--- src/rtl/imm_pkg.sv ---
// Shared format codes, opcode patterns and counter width for the
// immediate-extend pipeline.
package imm_pkg;

   localparam int CNT_W = 16;
   localparam int OP_W  = 11;

   typedef enum logic [2:0] {
      FMT_D    = 3'd0,
      FMT_CB   = 3'd1,
      FMT_B    = 3'd2,
      FMT_SH   = 3'd3,
      FMT_I    = 3'd4,
      FMT_IW   = 3'd5,
      FMT_NONE = 3'd7
   } fmt_e;

   typedef struct packed {
      logic [OP_W-1:0] val;
      logic [OP_W-1:0] msk;
   } pat_t;

   // Opcode = Instr[31:21]; mask bits of 0 are don't-care.
   localparam pat_t PAT_D  = '{val: 11'b11111000000, msk: 11'b11111111101};
   localparam pat_t PAT_CB = '{val: 11'b10110100000, msk: 11'b11111111000};
   localparam pat_t PAT_B  = '{val: 11'b00010100000, msk: 11'b11111100000};
   localparam pat_t PAT_SH = '{val: 11'b11010011010, msk: 11'b11111111110};
   localparam pat_t PAT_I  = '{val: 11'b10010001000, msk: 11'b10011111101};
   localparam pat_t PAT_IW = '{val: 11'b11010010100, msk: 11'b11111111100};

   function automatic logic op_hit(input logic [OP_W-1:0] op,
                                   input pat_t p);
      return (op & p.msk) == p.val;
   endfunction

endpackage

--- src/rtl/imm_format_decode.sv ---
// Combinational opcode-to-format decode and immediate extraction.
// IW (MOVZ/MOVK) format is built only when IMM_EXTEND_IW_EN is defined.
module imm_format_decode
   import imm_pkg::*;
#(
   parameter int DATA_W = 64
) (
   input  logic [31:0]       i_dec_instr,
   output fmt_e              o_dec_fmt,
   input  logic [31:0]       i_ext_instr,
   input  fmt_e              i_ext_fmt,
   output logic [DATA_W-1:0] o_ext_imm
);

   logic [OP_W-1:0] w_op;
   logic            w_iw_ok;
   logic [63:0]     w_imm;
   logic            w_unused_bits;

   assign w_op          = i_dec_instr[31:21];
   assign w_unused_bits = ^{i_ext_instr[31:26], i_dec_instr[20:0]};

`ifdef IMM_EXTEND_IW_EN
   // A 32-bit result cannot hold a half-word shift of 32 or 48.
   assign w_iw_ok = op_hit(w_op, PAT_IW) &&
                    !(DATA_W == 32 && i_dec_instr[22]);
`else
   assign w_iw_ok = 1'b0;
`endif

   always_comb begin
      o_dec_fmt = FMT_NONE;
      if (op_hit(w_op, PAT_D))
         o_dec_fmt = FMT_D;
      else if (op_hit(w_op, PAT_CB))
         o_dec_fmt = FMT_CB;
      else if (op_hit(w_op, PAT_B))
         o_dec_fmt = FMT_B;
      else if (op_hit(w_op, PAT_SH))
         o_dec_fmt = FMT_SH;
      else if (w_iw_ok)
         o_dec_fmt = FMT_IW;
      else if (op_hit(w_op, PAT_I))
         o_dec_fmt = FMT_I;
   end

   always_comb begin
      w_imm = '0;
      unique case (i_ext_fmt)
         FMT_D:
            w_imm = {{55{i_ext_instr[20]}}, i_ext_instr[20:12]};
         FMT_CB:
            w_imm = {{43{i_ext_instr[23]}}, i_ext_instr[23:5], 2'b00};
         FMT_B:
            w_imm = {{36{i_ext_instr[25]}}, i_ext_instr[25:0], 2'b00};
         FMT_SH:
            w_imm = {58'd0, i_ext_instr[15:10]};
         FMT_I:
            w_imm = {52'd0, i_ext_instr[21:10]};
`ifdef IMM_EXTEND_IW_EN
         FMT_IW:
            w_imm = {48'd0, i_ext_instr[20:5]} <<
                    {i_ext_instr[22:21], 4'b0000};
`endif
         default:
            w_imm = '0;
      endcase
   end

   assign o_ext_imm = w_imm[DATA_W-1:0];

endmodule

--- src/rtl/imm_extend_pipe.sv ---
// Two-stage valid/ready pipeline around imm_format_decode.
// Optional IW format: define IMM_EXTEND_IW_EN.
module imm_extend_pipe
   import imm_pkg::*;
#(
   parameter int DATA_W = 64,
   parameter int TAG_W  = 8
) (
   input  logic              CLK,
   input  logic              Reset,
   input  logic              InValid,
   output logic              InReady,
   input  logic [31:0]       Instr,
   input  logic [TAG_W-1:0]  InTag,
   output logic              OutValid,
   input  logic              OutReady,
   output logic [DATA_W-1:0] BusImm,
   output logic [2:0]        Fmt,
   output logic              Illegal,
   output logic [TAG_W-1:0]  OutTag,
   output logic [CNT_W-1:0]  IllegalCnt
);

   logic              r_s1_valid;
   logic [31:0]       r_s1_instr;
   logic [TAG_W-1:0]  r_s1_tag;
   fmt_e              r_s1_fmt;
   logic              r_s2_valid;
   logic [DATA_W-1:0] r_imm;
   fmt_e              r_fmt;
   logic              r_ill;
   logic [TAG_W-1:0]  r_tag;
   logic [CNT_W-1:0]  r_cnt;

   fmt_e              w_dec_fmt;
   logic [DATA_W-1:0] w_imm;
   logic              w_s1_adv;
   logic              w_in_xfer;
   logic              w_out_xfer;

   imm_format_decode #(
      .DATA_W (DATA_W)
   ) u_dec (
      .i_dec_instr (Instr),
      .o_dec_fmt   (w_dec_fmt),
      .i_ext_instr (r_s1_instr),
      .i_ext_fmt   (r_s1_fmt),
      .o_ext_imm   (w_imm)
   );

   assign w_s1_adv   = !r_s2_valid || OutReady;
   assign InReady    = !r_s1_valid || w_s1_adv;
   assign w_in_xfer  = InValid && InReady;
   assign w_out_xfer = r_s2_valid && OutReady;

   always_ff @(posedge CLK or posedge Reset) begin
      if (Reset) begin
         r_s1_valid <= 1'b0;
         r_s1_instr <= '0;
         r_s1_tag   <= '0;
         r_s1_fmt   <= FMT_NONE;
      end else if (w_in_xfer) begin
         r_s1_valid <= 1'b1;
         r_s1_instr <= Instr;
         r_s1_tag   <= InTag;
         r_s1_fmt   <= w_dec_fmt;
      end else if (w_s1_adv) begin
         r_s1_valid <= 1'b0;
      end
   end

   // Stage 2 holds its contents whenever the consumer stalls.
   always_ff @(posedge CLK or posedge Reset) begin
      if (Reset) begin
         r_s2_valid <= 1'b0;
         r_imm      <= '0;
         r_fmt      <= FMT_NONE;
         r_ill      <= 1'b0;
         r_tag      <= '0;
      end else if (w_s1_adv) begin
         r_s2_valid <= r_s1_valid;
         if (r_s1_valid) begin
            r_imm <= w_imm;
            r_fmt <= r_s1_fmt;
            r_ill <= (r_s1_fmt == FMT_NONE);
            r_tag <= r_s1_tag;
         end
      end
   end

   always_ff @(posedge CLK or posedge Reset) begin
      if (Reset)
         r_cnt <= '0;
      else if (w_out_xfer && r_ill && (r_cnt != '1))
         r_cnt <= r_cnt + 1'b1;
   end

   assign OutValid   = r_s2_valid;
   assign BusImm     = r_imm;
   assign Fmt        = r_fmt;
   assign Illegal    = r_ill;
   assign OutTag     = r_tag;
   assign IllegalCnt = r_cnt;

endmodule

--- config.mk ---
export PLATFORM = sky130hd
export DESIGN_NAME = imm_extend_pipe
export DESIGN_NICKNAME = d
export VERILOG_FILES = /design/src/rtl/imm_pkg.sv /design/src/rtl/imm_format_decode.sv /design/src/rtl/imm_extend_pipe.sv
export SDC_FILE = /design/constraint.sdc
export NUM_CORES = 1
export LEC_CHECK = 0
export CAP_MARGIN = 20
export CORE_UTILIZATION = 29
export CTS_CLUSTER_SIZE = 14
export DETAILED_ROUTE_END_ITERATION = 10
export GPL_ROUTABILITY_DRIVEN = 0
export GPL_TIMING_DRIVEN = 0
export PLACE_DENSITY_LB_ADDON = 0.08
export SLEW_MARGIN = 20
export SYNTH_ARGS = -nofsm -noshare
export SYNTH_HDL_FRONTEND = slang
export SYNTH_SLANG_ARGS = --single-unit
--- constraint.sdc ---
create_clock -name CLK -period 8.6 [get_ports CLK]
set_input_delay 1.72 -clock CLK [delete_from_list [all_inputs] [get_ports CLK]]
set_output_delay 1.72 -clock CLK [all_outputs]
set_load 0.01 [all_outputs]
=== Word-level counts from Yosys, hierarchy flattened ===
Index checks and enable logic that the tools add are counted.

* Add/sub/neg operators: 1
* Equal/unequal tests: 11
* Multiplexer cells: 8
* Reductions and logical operators: 11

{| class="wikitable"
|+ Operator list
! kind !! count
|-
| case mux 64 bit (5 select lines) || 1
|-
| == test 10 bit (second input constant) || 2
|-
| adder 16 x 1 -> 16 bit (second input constant) || 1
|-
| == test 8 bit (second input constant) || 2
|-
| != test 16 bit (second input constant) || 1
|-
| two-way mux 3 bit || 4
|-
| == test 3 x 2 -> 1 bit (second input constant) || 2
|-
| == test 3 bit (second input constant) || 2
|-
| == test 6 x 3 -> 1 bit (second input constant) || 1
|-
| logical AND 1 bit || 4
|-
| == test 3 x 1 -> 1 bit (second input constant) || 1
|-
| zero test 3 bit || 1
|-
| zero test 1 bit || 2
|-
| logical OR 1 bit || 2
|-
| two-way mux 1 bit || 2
|-
| two-way mux 2 bit || 1
|-
| AND reduction 2 bit || 1
|-
| nonzero test 2 bit || 1
|}

* Register bits: 131
* Bits of input ports: 44
* Logic and storage cells: 41

=== Logic depth before layout (Yosys ltp) ===
Gate-level depths: netlist of the first run.

* Depth after elaboration: 6
* Mapped depth: 6
* Mapped depth without buffers: 5

=== Hierarchy ===
Synthesis of the first run repeated with hierarchy kept, for this count alone.

* Cell total of the unflattened synthesis: 483
* Area total of the unflattened synthesis: 6439.9 um2

{| class="wikitable"
|+ By module, submodules not included
! module !! times used !! cells an instance !! area each (um2) !! sequential area each (um2)
|-
| imm_extend_pipe || 1 || 333 || 5327.6 || 3435.8
|-
| imm_format_decode || 1 || 150 || 1112.3 || 0.0
|}

=== Worst setup path before layout of the first run ===
Ideal clock, no wire load.

* Path type: input-to-output
* Start point: input port OutReady
* End point: output port InReady
* Arrival time: 1.934 ns
* Setup slack: 4.946 ns
* Stages: 1
* Buffers on the path: 0
* Path through: nand3b_1

* Cells in the longest elaborated chain, start to end: 2

{| class="wikitable"
|+ RTL lines
! item !! RTL line !! source
|-
| start, declared || imm_extend_pipe.sv:16 || <nowiki>input logic OutReady,</nowiki>
|-
| logical OR 1 bit || imm_extend_pipe.sv:51 || <nowiki>assign w_s1_adv = !r_s2_valid || OutReady;</nowiki>
|-
| logical OR 1 bit || imm_extend_pipe.sv:52 || <nowiki>assign InReady = !r_s1_valid || w_s1_adv;</nowiki>
|-
| end, declared || imm_extend_pipe.sv:12 || <nowiki>output logic InReady,</nowiki>
|}

No other way between the ends.

=== Worst setup path in the final report of the first run ===
Ends and elaborated chain as after synthesis.

==> qor.yml, run 1 <==
num_io_pins: 138
reg2reg_depth: 5
die_area_um2: 17100
synth-edff-count: 0
finalMaxSlewViolations: 0
drt-initial-drc-count: 179
start_util_pct: 30.0
dpl_cell_area_um2: 6500
max-cap-violations: 0
grt_pass1_vias: 3812
core_area_um2: 16100
hold_class: "reg -> reg"
period_minus_slack_ns: 4.71
dp.cells: 803
antenna_left: 0
die_w_um: 131
post-route-period-util_pct: 54.7
power.leakage_nw: 2.89
area.growth.synth_to_final_pct: 41.3
cts_root_buf: "clkbuf_16"
cts_resized: 0
cts_setup_buffers: 0
finalSetupTns_ns: 0
antenna_found_initial: 0
final_common_cell: "clkdlybuf4s50_1"
setup_viol: 0
post-route-drc-count: 0
hold_viol: 0
synth_top_area_share_pct: 46.2
synth_top_cell_by_area: "dfrtp_1"
clock_skew_ns: 0.00982
r2r_slack_ns: 6.69
start_kind: "input port"
synth_area_leaders: "dfrtp_1, mux2_2, buf_4, nand2_1, dfstp_2"
io_buffer_count: 137
avgSynthCellArea_um2: 10.7
final_area_um2: 6810
max_slew_margin_pct: 48.1
via_count: 3866
grt_start_max_net_pins: 80
dr.pass1.iters: 4
max_clock_freq_mhz: 212
antenna_cells: 0
max-clock-path-buffers: 2
htreeDepth: 3
hold-path-cell-count: 2
multi_input_area_um2: 2000
synthDistinctLibCells: 62
power_density_nw_per_um2: 207
cts_tree: "built"
rows: 46
grtUsageTotal_pct: 16.1
viasPerCell: 4.73
cts.sink_count: 95
end_kind: "output pin"
seq_area_um2: 2390
yosysWarnings: 0
syn_nets: 494
dp_hpwl_um: 9630
grt_pass1_wl_um: 20800
synth_seq_cells: 95
wl_um: 12900
synth_seq_area_share_pct: 49.5
layout-drive-gt1-share_pct: 21.4
critPathKind: "in -> out"
cts_buffers: 9
die_y_um: 131
fillers: 1547
synth_area_um2: 4820
status: "completed"
ir_worst_vdd_mv: 0.133
async_flop_share_pct: 100
rsz0062_at_grt: "false"
synthCells: 449
path_clk_slew_ns: 0.06
stdcell_count: 818
mostFrequentLayoutCells: "clkdlybuf4s50_1, dfrtp_1, nand2_1, buf_4, mux2_2"
max_slew.worst_pin.slew_ns: 0.758
cts-hold-fix-buffers: 0
nets: 643
clk_latency_ns: 0.35
wl_per_cell_um: 15.8
overflow: 0
post-route-util_pct: 42.4
arrival_ns: 2.99
required_ns: 6.88
cp_max_fo: 4
ys_dominant_reg_cell: "dfrtp_1"
==> kinds of logic (layout without fill, tap and decap cells) <==
family / Yosys count / after routing / share of synthesized area (%)
AND/OR/NAND/NOR: 147 / 147 / 16.1
XOR/XNOR: 12 / 12 / 2.18
adder cells (fa/ha/maj): 1 / 1 / 0.259
flip-flops: 95 / 95 / 49.5
buffers and inverters: 65 / 218 / 9.06
AO/OA/AOI/OAI: 87 / 87 / 12.8
multiplexers: 42 / 42 / 10.1
==> flip-flops by register name, indices dropped and copies added (netlist names), 3 cells and up <==
register,count
BusImm,28
OutTag,8
r_s1_tag,8
r_s1_fmt,3
r_s1_instr,26
IllegalCnt,16
Fmt,3
==> path summary, 6_finish.rpt <==
kind | from | to
setup / recovery | OutReady | InReady
hold / removal | r_s1_tag[4] | OutTag[4]
setup reg to reg | r_s1_fmt[0] | BusImm[13]
hold reg to reg | r_s1_tag[4] | OutTag[4]
max in group asynchronous | Reset | r_s1_fmt[0]
min in group asynchronous | Reset | IllegalCnt[8]
==> worst max-delay path: stages <==
cell and delay (ns):
clkdlybuf4s50_1 0.51, nand3b_1 0.17, clkdlybuf4s50_1 0.58
==> Yosys cell counts, types with 4 or more instances <==
library cell / number
nand2_1: 63
buf_2: 18
inv_1: 4
a22o_1: 5
nand3_1: 10
mux2i_1: 4
mux2_2: 35
nand4_1: 8
xnor2_1: 9
a31oi_1: 5
dfrtp_1: 89
nor2b_1: 6
a21o_1: 6
o21ai_0: 4
buf_4: 37
o21ai_1: 12
dfstp_2: 6
a211oi_1: 8
nand2b_1: 11
a21oi_1: 25
nor2_1: 20
and3_1: 5
==> report_power, final <==
group	total (W)	internal (W)	switching [W]	leakage, nW
sequential	0.000585	0.000518	0.0000674	1.17
clock	0.000429	0.000261	0.000168	0.149
combinational	0.000395	0.000223	0.000172	1.57
==> final cells by class <==
class	count	share of cell area, %
Timing Repair Buffer	138	20.5
Buffer	60	6.14
Multi-Input combinational cell	289	29.4
Tap cell	216	3.97
Clock inverter	3	0.992
Clock buffer	12	3.62
Sequential cell	95	35.0
Inverter	5	0.349
==> per-layer routing <==
metal	track usage, %	vias up	share of wire [%]
met5	0	-	0
met4	6.49	0	1.6
met3	4.15	10	6.9
met2	26.1	116	46
met1	20.3	1876	46
li1	-	1864	-
==> per-stage QoR <==
| step | hold slack (ns) | power, W | setup slack, ns |
|---|---|---|---|
| floorplan | 0.433 | 0.000788 | 4.41 |
| detailed placement | 0.451 | 0.000994 | 3.89 |
| global placement | 0.444 | 0.000987 | 2.81 |
| finish | 0.460 | 0.00141 | 3.89 |
| global route | 0.487 | 0.00149 | 3.84 |
| CTS | 0.467 | 0.00143 | 3.88 |
(Power assumes the default switching activity.)
==> run 2: changes to the inputs <==
Clock period 8.6 ns to 4.6 ns, I/O delays scaled along.
==> results of run 2 <==
The final DEF is identical to that of run 1. Status: completed.
Among the figures that moved: setup slack after placement 3.89 ns -> 1.49 ns; setup slack after layout 3.89 ns -> 1.49 ns; register-to-register setup slack 6.69 ns -> 2.69 ns; total power 0.00141 W -> 0.00263 W; worst IR drop on VDD 0.133 mV -> 0.248 mV
